$ cat src/rtl/fwd_hazard_unit.sv
// fwd_hazard_unit: EX operand forwarding selects and load-use stall for an
// in-order pipeline. It keeps its own destination-tag pipeline of STAGES
// entries (stage 0 = EX, 1 = MEM, 2 = WB, ...), picks the nearest producer
// for each EX source operand, and stalls ID while a load result is not yet
// forwardable, inserting a bubble into EX.
// Optional build macro FWD_HAZARD_STATS_EN adds saturating stall_cnt/fwd_cnt.
module fwd_hazard_unit #(
   parameter int unsigned REG_AW     = 5,
   parameter int unsigned STAGES     = 3,
   parameter int unsigned NUM_SRC    = 2,
   parameter int unsigned LOAD_STAGE = 2,
   parameter int unsigned SEL_W      = $clog2(STAGES)
) (
   input  logic                       clk,
   input  logic                       reset,
   input  logic                       id_valid,
   input  logic [NUM_SRC*REG_AW-1:0]  id_rs,
   input  logic [REG_AW-1:0]          id_rd,
   input  logic                       id_reg_write,
   input  logic                       id_mem_read,
   input  logic                       flush,
   output logic                       stall,
   output logic [NUM_SRC*SEL_W-1:0]   fwd_sel
`ifdef FWD_HAZARD_STATS_EN
   ,
   output logic [15:0]                stall_cnt,
   output logic [15:0]                fwd_cnt
`endif
);

   // Load flags are only consulted while the load sits inside the stall
   // window (stages 0..LOAD_STAGE-2), so deeper copies are not kept.
   localparam int unsigned LD_N = (LOAD_STAGE > 1) ? (LOAD_STAGE - 1) : 1;

   // Reject configurations whose stage numbering makes no sense.
   if (STAGES < 2 || LOAD_STAGE < 1 || LOAD_STAGE >= STAGES ||
       NUM_SRC < 1 || REG_AW < 1 || SEL_W < $clog2(STAGES)) begin : g_param_check
      $error("fwd_hazard_unit: illegal STAGES/LOAD_STAGE/NUM_SRC/REG_AW/SEL_W combination");
   end

   logic [REG_AW-1:0] tag_rd_q [STAGES];
   logic [STAGES-1:0] tag_we_q;
   logic [LD_N-1:0]   tag_ld_q;
   logic [REG_AW-1:0] ex_rs_q  [NUM_SRC];

   logic [REG_AW-1:0] tag_rd_d;
   logic              tag_we_d;
   logic              tag_ld_d;
   logic [REG_AW-1:0] ex_rs_d  [NUM_SRC];

   logic              hazard;
   logic              issue;

   // Load-use hazard: an ID source matches a not-yet-forwardable load.
   always_comb begin
      hazard = 1'b0;
      for (int unsigned s = 0; s + 1 < LOAD_STAGE; s++) begin
         for (int unsigned i = 0; i < NUM_SRC; i++) begin
            if (tag_ld_q[s] && tag_we_q[s] && (tag_rd_q[s] != '0) &&
                (tag_rd_q[s] == id_rs[i*REG_AW +: REG_AW])) begin
               hazard = 1'b1;
            end
         end
      end
   end

   assign stall = id_valid & ~flush & hazard;
   assign issue = id_valid & ~stall & ~flush;

   // Stage-0 next state: the issuing ID instruction, or a bubble.
   always_comb begin
      tag_rd_d = '0;
      tag_we_d = 1'b0;
      tag_ld_d = 1'b0;
      for (int unsigned i = 0; i < NUM_SRC; i++) begin
         ex_rs_d[i] = '0;
      end
      if (issue) begin
         tag_rd_d = id_rd;
         tag_we_d = id_reg_write;
         tag_ld_d = id_mem_read;
         for (int unsigned i = 0; i < NUM_SRC; i++) begin
            ex_rs_d[i] = id_rs[i*REG_AW +: REG_AW];
         end
      end
   end

   // Forward selects: scan deepest to nearest so the nearest producer wins.
   always_comb begin
      fwd_sel = '0;
      for (int unsigned i = 0; i < NUM_SRC; i++) begin
         for (int unsigned k = STAGES - 1; k >= 1; k--) begin
            if (tag_we_q[k] && (tag_rd_q[k] != '0) && (tag_rd_q[k] == ex_rs_q[i])) begin
               fwd_sel[i*SEL_W +: SEL_W] = SEL_W'(k);
            end
         end
      end
   end

   // Tag pipeline: shifts every cycle, stage 0 takes issue or bubble.
   always_ff @(posedge clk or posedge reset) begin
      if (reset) begin
         for (int unsigned s = 0; s < STAGES; s++) begin
            tag_rd_q[s] <= '0;
         end
         tag_we_q <= '0;
         tag_ld_q <= '0;
         for (int unsigned i = 0; i < NUM_SRC; i++) begin
            ex_rs_q[i] <= '0;
         end
      end else begin
         for (int unsigned s = 1; s < STAGES; s++) begin
            tag_rd_q[s] <= tag_rd_q[s-1];
            tag_we_q[s] <= tag_we_q[s-1];
         end
         for (int unsigned s = 1; s < LD_N; s++) begin
            tag_ld_q[s] <= tag_ld_q[s-1];
         end
         tag_rd_q[0] <= tag_rd_d;
         tag_we_q[0] <= tag_we_d;
         tag_ld_q[0] <= tag_ld_d;
         for (int unsigned i = 0; i < NUM_SRC; i++) begin
            ex_rs_q[i] <= ex_rs_d[i];
         end
      end
   end

`ifdef FWD_HAZARD_STATS_EN
   logic        ex_vld_q;
   logic [15:0] stall_cnt_q;
   logic [15:0] fwd_cnt_q;
   logic        fwd_any;

   assign fwd_any   = |fwd_sel;
   assign stall_cnt = stall_cnt_q;
   assign fwd_cnt   = fwd_cnt_q;

   // Saturating event counters; ex_vld_q marks a real (non-bubble) EX entry.
   always_ff @(posedge clk or posedge reset) begin
      if (reset) begin
         ex_vld_q    <= 1'b0;
         stall_cnt_q <= '0;
         fwd_cnt_q   <= '0;
      end else begin
         ex_vld_q <= issue;
         if (stall && (stall_cnt_q != '1)) begin
            stall_cnt_q <= stall_cnt_q + 16'd1;
         end
         if (fwd_any && ex_vld_q && (fwd_cnt_q != '1)) begin
            fwd_cnt_q <= fwd_cnt_q + 16'd1;
         end
      end
   end
`endif

endmodule
$ cat config.mk
export PLATFORM = sky130hd
export DESIGN_NAME = fwd_hazard_unit
export DESIGN_NICKNAME = d
export VERILOG_FILES = /design/src/rtl/fwd_hazard_unit.sv
export SDC_FILE = /design/constraint.sdc
export NUM_CORES = 1
export LEC_CHECK = 0
export CAP_MARGIN = 10
export CORE_ASPECT_RATIO = 0.9
export CORE_UTILIZATION = 58
export CTS_BUF_LIST = sky130_fd_sc_hd__clkbuf_8
export CTS_CLUSTER_DIAMETER = 60
export DETAILED_ROUTE_END_ITERATION = 10
export DONT_BUFFER_PORTS = 1
export PLACE_DENSITY_LB_ADDON = 0.3
export SYNTH_ARGS = -nofsm -noshare
export SYNTH_HDL_FRONTEND = slang
export SYNTH_SLANG_ARGS = --single-unit
$ cat constraint.sdc
create_clock -name clk -period 1.4 [get_ports clk]
set_input_delay 0.07 -clock clk [delete_from_list [all_inputs] [get_ports clk]]
set_output_delay 0.07 -clock clk [all_outputs]
set_load 0.1 [all_outputs]
==> flow_summary.ini, run 1 <==
[status]
status = did not finish
failed_stage = global routing (5_1_grt)
error = [ERROR DPL-0038] Utilization greater than 100%, impossible to legalize

[synth]
synth_cell_types = 22
syn_nets = 141
synth-compound-area-share_pct = 11.6
yosysTopAreaCellShare_pct = 52.8
netlist_instances = 120
synth_area_mm2 = 0.00137
ys_seq_area_share_pct = 52.8
ys_warn_count = 0
synthXorXnorAreaFrac_pct = 19.1
synth_simple_gate_area_share_pct = 13.0
synth.area.mux_share_pct = 0
synthAdderAreaFrac_pct = 0
yosys.area.top_type = dfrtp_1
avgSynthCellArea_um2 = 11.4
synthTopCellsByArea = dfrtp_1 (53%), xnor2_1 (10%), xor2_1 (8.9%)
synth_top_family_by_area = XOR/XNOR gates
ys_ff_latch = 29

[die]
pin_count = 26
chipWidth_um = 53.3
die_h_um = 48.2
initial_core_util_pct = 62.4
num_rows = 16

[cts]
cts.sinks = 29
h-tree-depth = 2
cts_root_buf = clkbuf_8
cts-buffers-inserted = 5
clock_path_buffers = 2

[placement]
io_buffers = 0
hpwl_um = 2160
gp_congestion = 0.814
dpl-instance-area_mm2 = 0.00169

[grt]
grt_start_max_net_pins = 30

[timing]
worstEpCategory = primary output
worstEndpointGrtRepair = fwd_sel[1]
-- metrics by stage --
| stage | hold WS [ns] | TNS (ns) | cells | worst slack, ns | utilization, % |
|---|---|---|---|---|---|
| 2_1_floorplan | 0.148 | -4.22 | 120 | -1.04 | - |
| 3_3_place_gp | 0.0376 | -2.75 | 171 | -0.333 | 76.9 |
| 3_5_place_dp | 0.0437 | -3.10 | 171 | -0.387 | 76.9 |
| 4_1_cts | 0.120 | -6.65 | 201 | -0.682 | 95.7 |
-- cell families after synthesis --
kind of cell           count (synthesis)
flip-flops                            29
AO/OA/AOI/OAI                         21
buffers and inverters                  6
XOR/XNOR                              30
AND/OR/NAND/NOR                       34
-- cells in the mapped netlist, drive strengths merged --
cell type / instances
buf: 3
xnor2: 16
o21ai: 2
o311a: 1
inv: 1
or3: 1
a21oi: 17
nor4: 4
nand2: 19
dfrtp: 29
o22ai: 1
xor2: 14
clkbuf: 2
or4: 4
and3: 1
nor2b: 1
nand3: 4
-- timing repair --
action	CTS
endpoints found under the setup margin	22
cloned	1
hold buffers	18
resized for setup	19
buffers inserted	4
hold endpoints to repair	46
pin swaps	13
==> inputs of run 2 (changes only) <==
Settings changed: CORE_AREA from default to 2 2 63 65, CORE_ASPECT_RATIO 0.9 to default, CORE_UTILIZATION 58 to default, CTS_BUF_LIST sky130_fd_sc_hd__clkbuf_8 to default, CTS_CLUSTER_DIAMETER 60 to default, DIE_AREA from default to 0 0 65 67, PLACE_DENSITY_LB_ADDON 0.3 to 0.15.
Clock period 1.4 ns to 1.82 ns, I/O delays scaled along.
==> run 2 against run 1 <==
The flow now finishes, with violations (negative setup slack); synthesized cell count stayed put; area after synthesis did not move.
==> flow_summary.ini, run 2 <==
[power]
finalPower_mw = 1.42
leakage_nw = 0.906
p_per_area_mw_per_mm2 = 716
irDropWorstVdd_mv = 0.509

[timing]
hold_viol = 0
tightest_slew_ns = 0.344
rsz0062_at_grt = yes
slew_violations = 0
fin_worst_skew_ns = 0.00636
min_period_over_period_pct = 112
finalSetupViolCount = 2
fin_ws_ns = -0.218
timing.hold.ws_ns = 0.141
final.min_clock_period_ns = 2.04
relSlewSlack_pct = 76.9
max_freq_mhz = 491

[cts]
cts.sinks = 29
clock_path_buffers = 2
path_clk_slew_ns = 0.06
cts_tree = built
h-tree-depth = 2
cts_root_buf = clkbuf_8
cts-buffers-inserted = 5
insertion_delay_ns = 0.28

[die]
die_h_um = 67
initial_core_util_pct = 38.1
pin_count = 26
chipWidth_um = 65
core_area_mm2 = 0.00361
dieArea_mm2 = 0.00436
num_rows = 22

[final_layout]
drive_above_1_share_pct = 32.9
multi_input_area_um2 = 726
final_cell_mix = dfrtp_1 (29), nand2_1 (19), dlygate4sd3_1 (18)
fill_cells = 316
layout_commonest_cell = dfrtp_1
nets = 179
final-seq-area_um2 = 726
top_register = tag_rd_q
reg.largest.list = tag_rd_q (15), ex_rs_q (10), tag_we_q (3)
areaGrowthSynthToFinish_pct = 44.4
largest_reg_flops = 15
insertedDiodeCount = 0

[grt]
grt_start_max_net_pins = 30
antenna_found_initial = 0
track_usage_pct = 16.3
grt_pass1_vias = 1131
grt-ovfl-total = 0
grt_pass1_wl_um = 5120

[synth]
async_reset_ff_share_pct = 100
synth_cell_types = 22
syn_nets = 141
synthTopCellsByArea = dfrtp_1 (53%), xnor2_1 (10%), xor2_1 (8.9%)
synth_edf_count = 0
yosys_most_used_dff = dfrtp_1
synth.most_common_cell = dfrtp_1
ys_seq_area_share_pct = 52.8
synth_commonest_cells = dfrtp_1 (29), nand2_1 (19), xnor2_1 (16)
ys_ff_latch = 29
yosysTopAreaCellShare_pct = 52.8
ys_warn_count = 0
synth_area_mm2 = 0.00137
yosys.area.top_type = dfrtp_1
avgSynthCellArea_um2 = 11.4
netlist_instances = 120

[detailed_routing]
via_count = 998
dr.pass1.iters = 4
via_per_inst = 4.84
ant_nets = 0
drtIter0Drc = 17
routedWlPerCell_um = 14.1
drc = 0
routed_wl_um = 2900

[critical_path]
critical_path_class = register to output pin
max_stage_delay_ns = 0.55
cp-start-kind = register
crit_fanout = 2
timing.critical_path.slowest_stage_cell = or4_4
worst-endpoint-required_ns = 1.73
path_cells = xor2_1 -> or4_4 -> nor4_4 -> buf_12
end_kind = output pin
crit_arrival_ns = 1.95

[status]
status = finished, violations left
violations = negative setup slack

[run]
maxCapViolCount = 0

[placement]
gp_congestion = 0.816
io_buffers = 0
hpwl_um = 2130

[hold_path]
holdCritPathClass = primary input to register
run 2: cell counts after synthesis:
No cell type changed its count.
run 2: metal layers:
layer / vias to the layer above / GRT usage (%) / part of all wire [%]
li1: 478 / - / -
met1: 481 / 16.6 / 36
met2: 31 / 29.5 / 55
met3: 8 / 5.41 / 5.7
met4: 0 / 8.51 / 3.2
met5: - / 0 / 0
run 2: kinds of logic after synthesis:
kind of cell / count (synthesis) / synth area share, %
simple gates: 34 / 13.0
compound gates: 21 / 11.6
flops: 29 / 52.8
buf+inv: 6 / 3.46
xor+xnor: 30 / 19.1
run 2: final timing paths:
check | from | end | slack, ns | depth (start not counted)
worst max-delay path | ex_rs_q[9] | fwd_sel[1] | -0.22 | 4
worst min-delay path | flush | tag_we_q[0] | 0.14 | 4
worst max register to register | tag_rd_q[12] | tag_rd_q[13] | 0.27 | 4
worst min register to register | tag_we_q[0] | tag_we_q[1] | 0.39 | 0
max in group asynchronous | reset | tag_rd_q[3] | 1.23 | 3
min in group asynchronous | reset | tag_we_q[2] | 0.33 | 3
run 2: final cells by class:
cell class / instances / area share [%]
flip-flops and latches: 29 / 36.6
multi-input cells: 85 / 36.6
repair buffers: 36 / 19.2
clock buffers: 7 / 4.35
well taps: 48 / 3.03
inverters: 1 / 0.189
run 2: where the power goes:
part           switching (mW)  total [mW]  internal [mW]
combinational           0.107       0.216          0.110
clock                   0.212       0.511          0.299
sequential             0.0240       0.694          0.670
run 2: metrics by stage:
stage	instances	setup slack (ns)	setup TNS [ns]	cell area, um^2	utilization (%)
finish	206	-0.218	-0.426	1980	55.0
global route	206	-0.303	-0.822	1980	55.0
CTS	206	-0.252	-0.562	1940	53.7
detailed placement	178	0.000851	0	1620	44.9
global placement	178	0.0570	0	1620	44.9
floorplan	120	-0.637	-1.58	1430	-
run 2: what timing repair did:
action,CTS,global route
hold buffers,18,0
pin swaps,6,10
resized for setup,6,9
buffers inserted,3,0
cloned,0,0
endpoints found under the hold margin,46,0
setup endpoints to repair,5,5
run 2: worst max-delay path, delay by kind of cell (launching register included):
kind / cells / cell delay (ns)
buffers and inverters: 1 / 0.21
flip-flops: 1 / 0.40
XOR/XNOR: 1 / 0.17
AND/OR/NAND/NOR: 2 / 0.88
Note: power is estimated with default switching activity, not from simulation.
==> inputs of run 3 (changes only) <==
Settings changed: SETUP_SLACK_MARGIN from default to 0.4.
==> run 3 against run 2 <==
The run still ends with negative setup slack left; total power up 15%; flip-flop and latch count unchanged; hold slack got worse by 0.065 ns; clock skew is 0.0063 ns higher; non-clock buffer count is 13 higher; fmax decreased by 2.6%; setup slack worse by 0.054 ns; sequential share of layout area is 4.7 points lower; largest cell class is now multi-input gates.
==> flow_summary.ini, run 3 (same netlist as run 2, synthesis figures left out) <==
[critical_path]
cp-start-kind = register
r2r_start = tag_rd_q[10]
crit_arrival_ns = 2.00
reg2reg_depth = 10
r2r_end = ex_rs_q[1]
crit_fanout = 2
critical_path_class = register to output pin
reg2reg_slack_ns = 0.05
end_kind = output pin
worst-endpoint-required_ns = 1.73

[grt]
grt_pass1_vias = 1084
grt_start_max_net_pins = 30
grt_pass1_wl_um = 4930
track_usage_pct = 15.7
antenna_found_initial = 0
grt-ovfl-total = 0

[final_layout]
areaGrowthSynthToFinish_pct = 66.2
final_cell_mix = dfrtp_1 (27), nand2_1 (18), dlygate4sd3_1 (18)
layout_commonest_cell = dfrtp_1
fin_cells = 220
top_register = tag_rd_q
fill_cells = 266
largest_reg_flops = 15
fin_area_mm2 = 0.00228
reg.largest.list = tag_rd_q (15), ex_rs_q (10), tag_we_q (3)
insertedDiodeCount = 0
drive_above_1_share_pct = 48.3
nets = 192

[timing]
timing.hold.ws_ns = 0.0764
final.min_clock_period_ns = 2.09
fin_ws_ns = -0.272
max_freq_mhz = 478
hold_viol = 0
fin_worst_skew_ns = 0.0127
slew_violations = 0
rsz0062_at_grt = yes
relSlewSlack_pct = 66.1
tightest_slew_ns = 0.507
finalSetupViolCount = 4
min_period_over_period_pct = 115

[die]
dieArea_mm2 = 0.00436
num_rows = 22
initial_core_util_pct = 38.1
die_h_um = 67
chipWidth_um = 65
core_area_mm2 = 0.00361
pin_count = 26

[placement]
gp_congestion = 0.855
pre_cts_slack_ns = 0.0306
dpl.cell_count = 178
dpl-instance-area_mm2 = 0.00160
io_buffers = 0
hpwl_um = 2150

[power]
leakage_nw = 1.02
finalPower_mw = 1.64
irDropWorstVdd_mv = 0.569
p_per_area_mw_per_mm2 = 718

[hold_path]
holdCritPathClass = primary input to register
hold_end = tag_rd_q[13]
hold_depth = 3
hold_start = flush

[cts]
cts_tree = built
cts-buffers-inserted = 5
cts.sinks = 29
cts_root_buf = clkbuf_8
clock_path_buffers = 2
h-tree-depth = 2
insertion_delay_ns = 0.28
path_clk_slew_ns = 0.06

[detailed_routing]
drc = 0
routedWlPerCell_um = 15.4
via_count = 1058
dr.pass1.iters = 4
routed_wl_um = 3390
ant_nets = 0
via_per_inst = 4.81
drtIter0Drc = 26

[run]
maxCapViolCount = 0

[status]
violations = negative setup slack
status = finished, violations left
-- run 3: cell count changes in the layout (fill, tap and decap cells not counted), sizes merged --
| cell | before | now |
|---|---|---|
| buf | 17 | 30 |
| bufinv | 0 | 1 |
-- run 3: layout make-up --
type,count,area [um^2],share of cell area (%)
Inverter,1,3.75,0.164
Clock buffer,7,86.3,3.78
Tap cell,48,60.1,2.63
Sequential cell,29,728,31.9
Multi-Input combinational cell,85,830,36.3
Timing Repair Buffer,49,546,23.9
Clock inverter,1,30.0,1.32
-- run 3: report_power, final --
group / total, mW / switching (mW) / internal [mW]
Combinational: 0.267 / 0.126 / 0.142
Sequential: 0.697 / 0.0270 / 0.670
Clock: 0.674 / 0.229 / 0.445
-- run 3: per-stage QoR --
step | util (%) | TNS (ns)
floorplan | - | -1.58
global placement | 44.4 | 0
detailed placement | 44.4 | 0
CTS | 55.6 | -0.636
global route | 63.3 | -0.924
finish | 63.3 | -0.602
-- run 3: timing repair --
item                                    in CTS  in global routing
gates resized for setup                     16                 33
hold buffers                                18                  0
endpoints found under the setup margin      22                 22
hold endpoints to repair                    46                  0
setup buffers                                3                 12
pin swaps                                    2                  8
cloned                                       0                  1
-- run 3: worst max path at each step --
stage,cells after the start,from,endpoint
6_report,5,tag_rd_q[6],fwd_sel[1]
3_3_place_gp,5,tag_rd_q[1],fwd_sel[3]
2_1_floorplan,4,tag_rd_q[6],fwd_sel[1]
5_1_grt,5,tag_rd_q[6],fwd_sel[1]
4_1_cts,5,tag_rd_q[2],fwd_sel[1]
3_5_place_dp,5,tag_rd_q[2],fwd_sel[1]
-- run 3: metal layers --
metal	vias up	part of all wire (%)	GRT usage, %
met5	-	0	0
met4	0	2.3	9.57
met3	9	3.8	4.90
met2	31	54	26.8
met1	510	40	16.9
li1	508	-	-
-- run 3: worst max-delay path, stage by stage (launching register included) --
cell and delay (ns):
dfrtp_1 0.38, or4_4 0.55, o21ai_4 0.18, nor4_4 0.08, nor4_4 0.32, buf_12 0.21
==> inputs of run 4 (changes only) <==
Settings changed: SETUP_SLACK_MARGIN 0.4 to 0.05.
==> run 4 against run 3 <==
The flow still finishes with violations (negative setup slack); register-to-register slack improved by 0.22 ns; first-iteration DRC count shrank 12%; cell count shrank 5.9%; routed wire length decreased by 14%; global-route usage grew 0.73 points; critical path type unchanged; largest power group unchanged.
==> flow_summary.ini, run 4 (same netlist as run 2, synthesis figures left out) <==
[status]
status = finished, violations left
violations = negative setup slack

[detailed_routing]
drc = 0
via_count = 1003
dr.pass1.iters = 4
routed_wl_um = 2920
drtIter0Drc = 23
via_per_inst = 4.85
ant_nets = 0
routedWlPerCell_um = 14.1

[die]
num_rows = 22
initial_core_util_pct = 38.1
die_h_um = 67
chipWidth_um = 65
pin_count = 26
dieArea_mm2 = 0.00436
core_area_mm2 = 0.00361

[final_layout]
nets = 180
fin_area_mm2 = 0.00195
fill_cells = 316
layout_commonest_cell = dfrtp_1
areaGrowthSynthToFinish_pct = 42.2
insertedDiodeCount = 0
final_cell_mix = dfrtp_1 (29), nand2_1 (19), dlygate4sd3_1 (18)
reg.largest.list = tag_rd_q (15), ex_rs_q (10), tag_we_q (3)
drive_above_1_share_pct = 30.8
largest_reg_flops = 15
top_register = tag_rd_q

[grt]
antenna_found_initial = 0
grt_pass1_wl_um = 5150
grt_pass1_vias = 1139
grt_start_max_net_pins = 30
grt-ovfl-total = 0
track_usage_pct = 16.4

[critical_path]
critical_path_class = register to output pin
worst-endpoint-required_ns = 1.73
end_kind = output pin
reg2reg_depth = 7
crit_arrival_ns = 1.95
cp-start-kind = register
crit_fanout = 2

[timing]
max_freq_mhz = 491
fin_setup_tns_ns = -0.429
timing.hold.ws_ns = 0.142
fin_ws_ns = -0.218
slew_violations = 0
hold_viol = 0
final.min_clock_period_ns = 2.04
min_period_over_period_pct = 112
fin_worst_skew_ns = 0.00850
finalSetupViolCount = 3
relSlewSlack_pct = 76.9
tightest_slew_ns = 0.344
rsz0062_at_grt = yes

[placement]
hpwl_um = 2130
dpl-instance-area_mm2 = 0.00162
pre_cts_slack_ns = 0.000851
gp_congestion = 0.816
io_buffers = 0

[cts]
cts-buffers-inserted = 5
path_clk_slew_ns = 0.06
cts.sinks = 29
cts_root_buf = clkbuf_8
cts_tree = built
h-tree-depth = 2
clock_path_buffers = 2
insertion_delay_ns = 0.28

[power]
p_per_area_mw_per_mm2 = 726
leakage_nw = 0.890
irDropWorstVdd_mv = 0.509

[hold_path]
hold_depth = 4
holdCritPathClass = primary input to register

[run]
maxCapViolCount = 0
## run 4: changes by cell type in the layout (fill, tap and decap cells not counted), moves of 2 or more
cell / change
xnor2_1: +10
dfrtp_2: -2
xnor2_2: -10
a21oi_2: -4
buf_4: +2
nand3_2: -2
dfrtp_1: +2
buf_12: -2
nand3_1: +2
buf_6: -11
a21oi_1: +5
## run 4: final timing paths
kind                         startpoint           to  slack, ns
setup / recovery             ex_rs_q[9]   fwd_sel[1]      -0.22
hold / removal                    flush  tag_we_q[0]       0.14
setup reg to reg           tag_rd_q[11]   ex_rs_q[0]       0.27
hold reg to reg             tag_we_q[0]  tag_we_q[1]       0.39
max in group asynchronous         reset  tag_rd_q[3]       1.22
min in group asynchronous         reset   ex_rs_q[2]       0.33
## run 4: per-stage QoR
stage	power [mW]	std cells	utilization [%]
final	1.42	207	54.2
after floorplan	0.827	120	-
after global routing	1.49	207	54.2
after detailed placement	0.873	178	44.9
after CTS	1.43	207	53.9
after global placement	0.870	178	44.9
## run 4: timing repair
action                                  CTS  global route
gates resized for setup                   6             3
endpoints found under the setup margin    5             5
hold buffers                             18             0
pin swaps                                 7             6
hold endpoints to repair                 46             0
setup buffers                             4             0
## run 4: critical path, cell delays in order (launching register included)
cell	delay (ns)
dfrtp_1	0.40
xor2_1	0.17
or4_4	0.55
nor4_4	0.33
buf_12	0.21
## run 4: layout make-up
| cell class | count | area (um^2) | share of cell area [%] |
|---|---|---|---|
| clock buffer | 7 | 86.3 | 4.42 |
| inverter | 1 | 3.75 | 0.192 |
| multi-input combinational | 85 | 696 | 35.6 |
| sequential | 29 | 726 | 37.2 |
| tap | 48 | 60.1 | 3.07 |
| timing repair buffer | 37 | 382 | 19.5 |
## run 4: where the power goes
part           internal (mW)  switching [mW]
sequential             0.670          0.0238
clock                  0.299           0.214
combinational          0.105           0.106
total                   1.07           0.344
## run 4: metal layers
layer | GRT usage (%) | routed length, um | vias to the layer above
met1 | 16.6 | 1050 | 480
met3 | 5.41 | 182 | 8
li1 | - | - | 480
met2 | 29.9 | 1590 | 35
met4 | 8.51 | 93 | 0
met5 | 0 | 0 | -
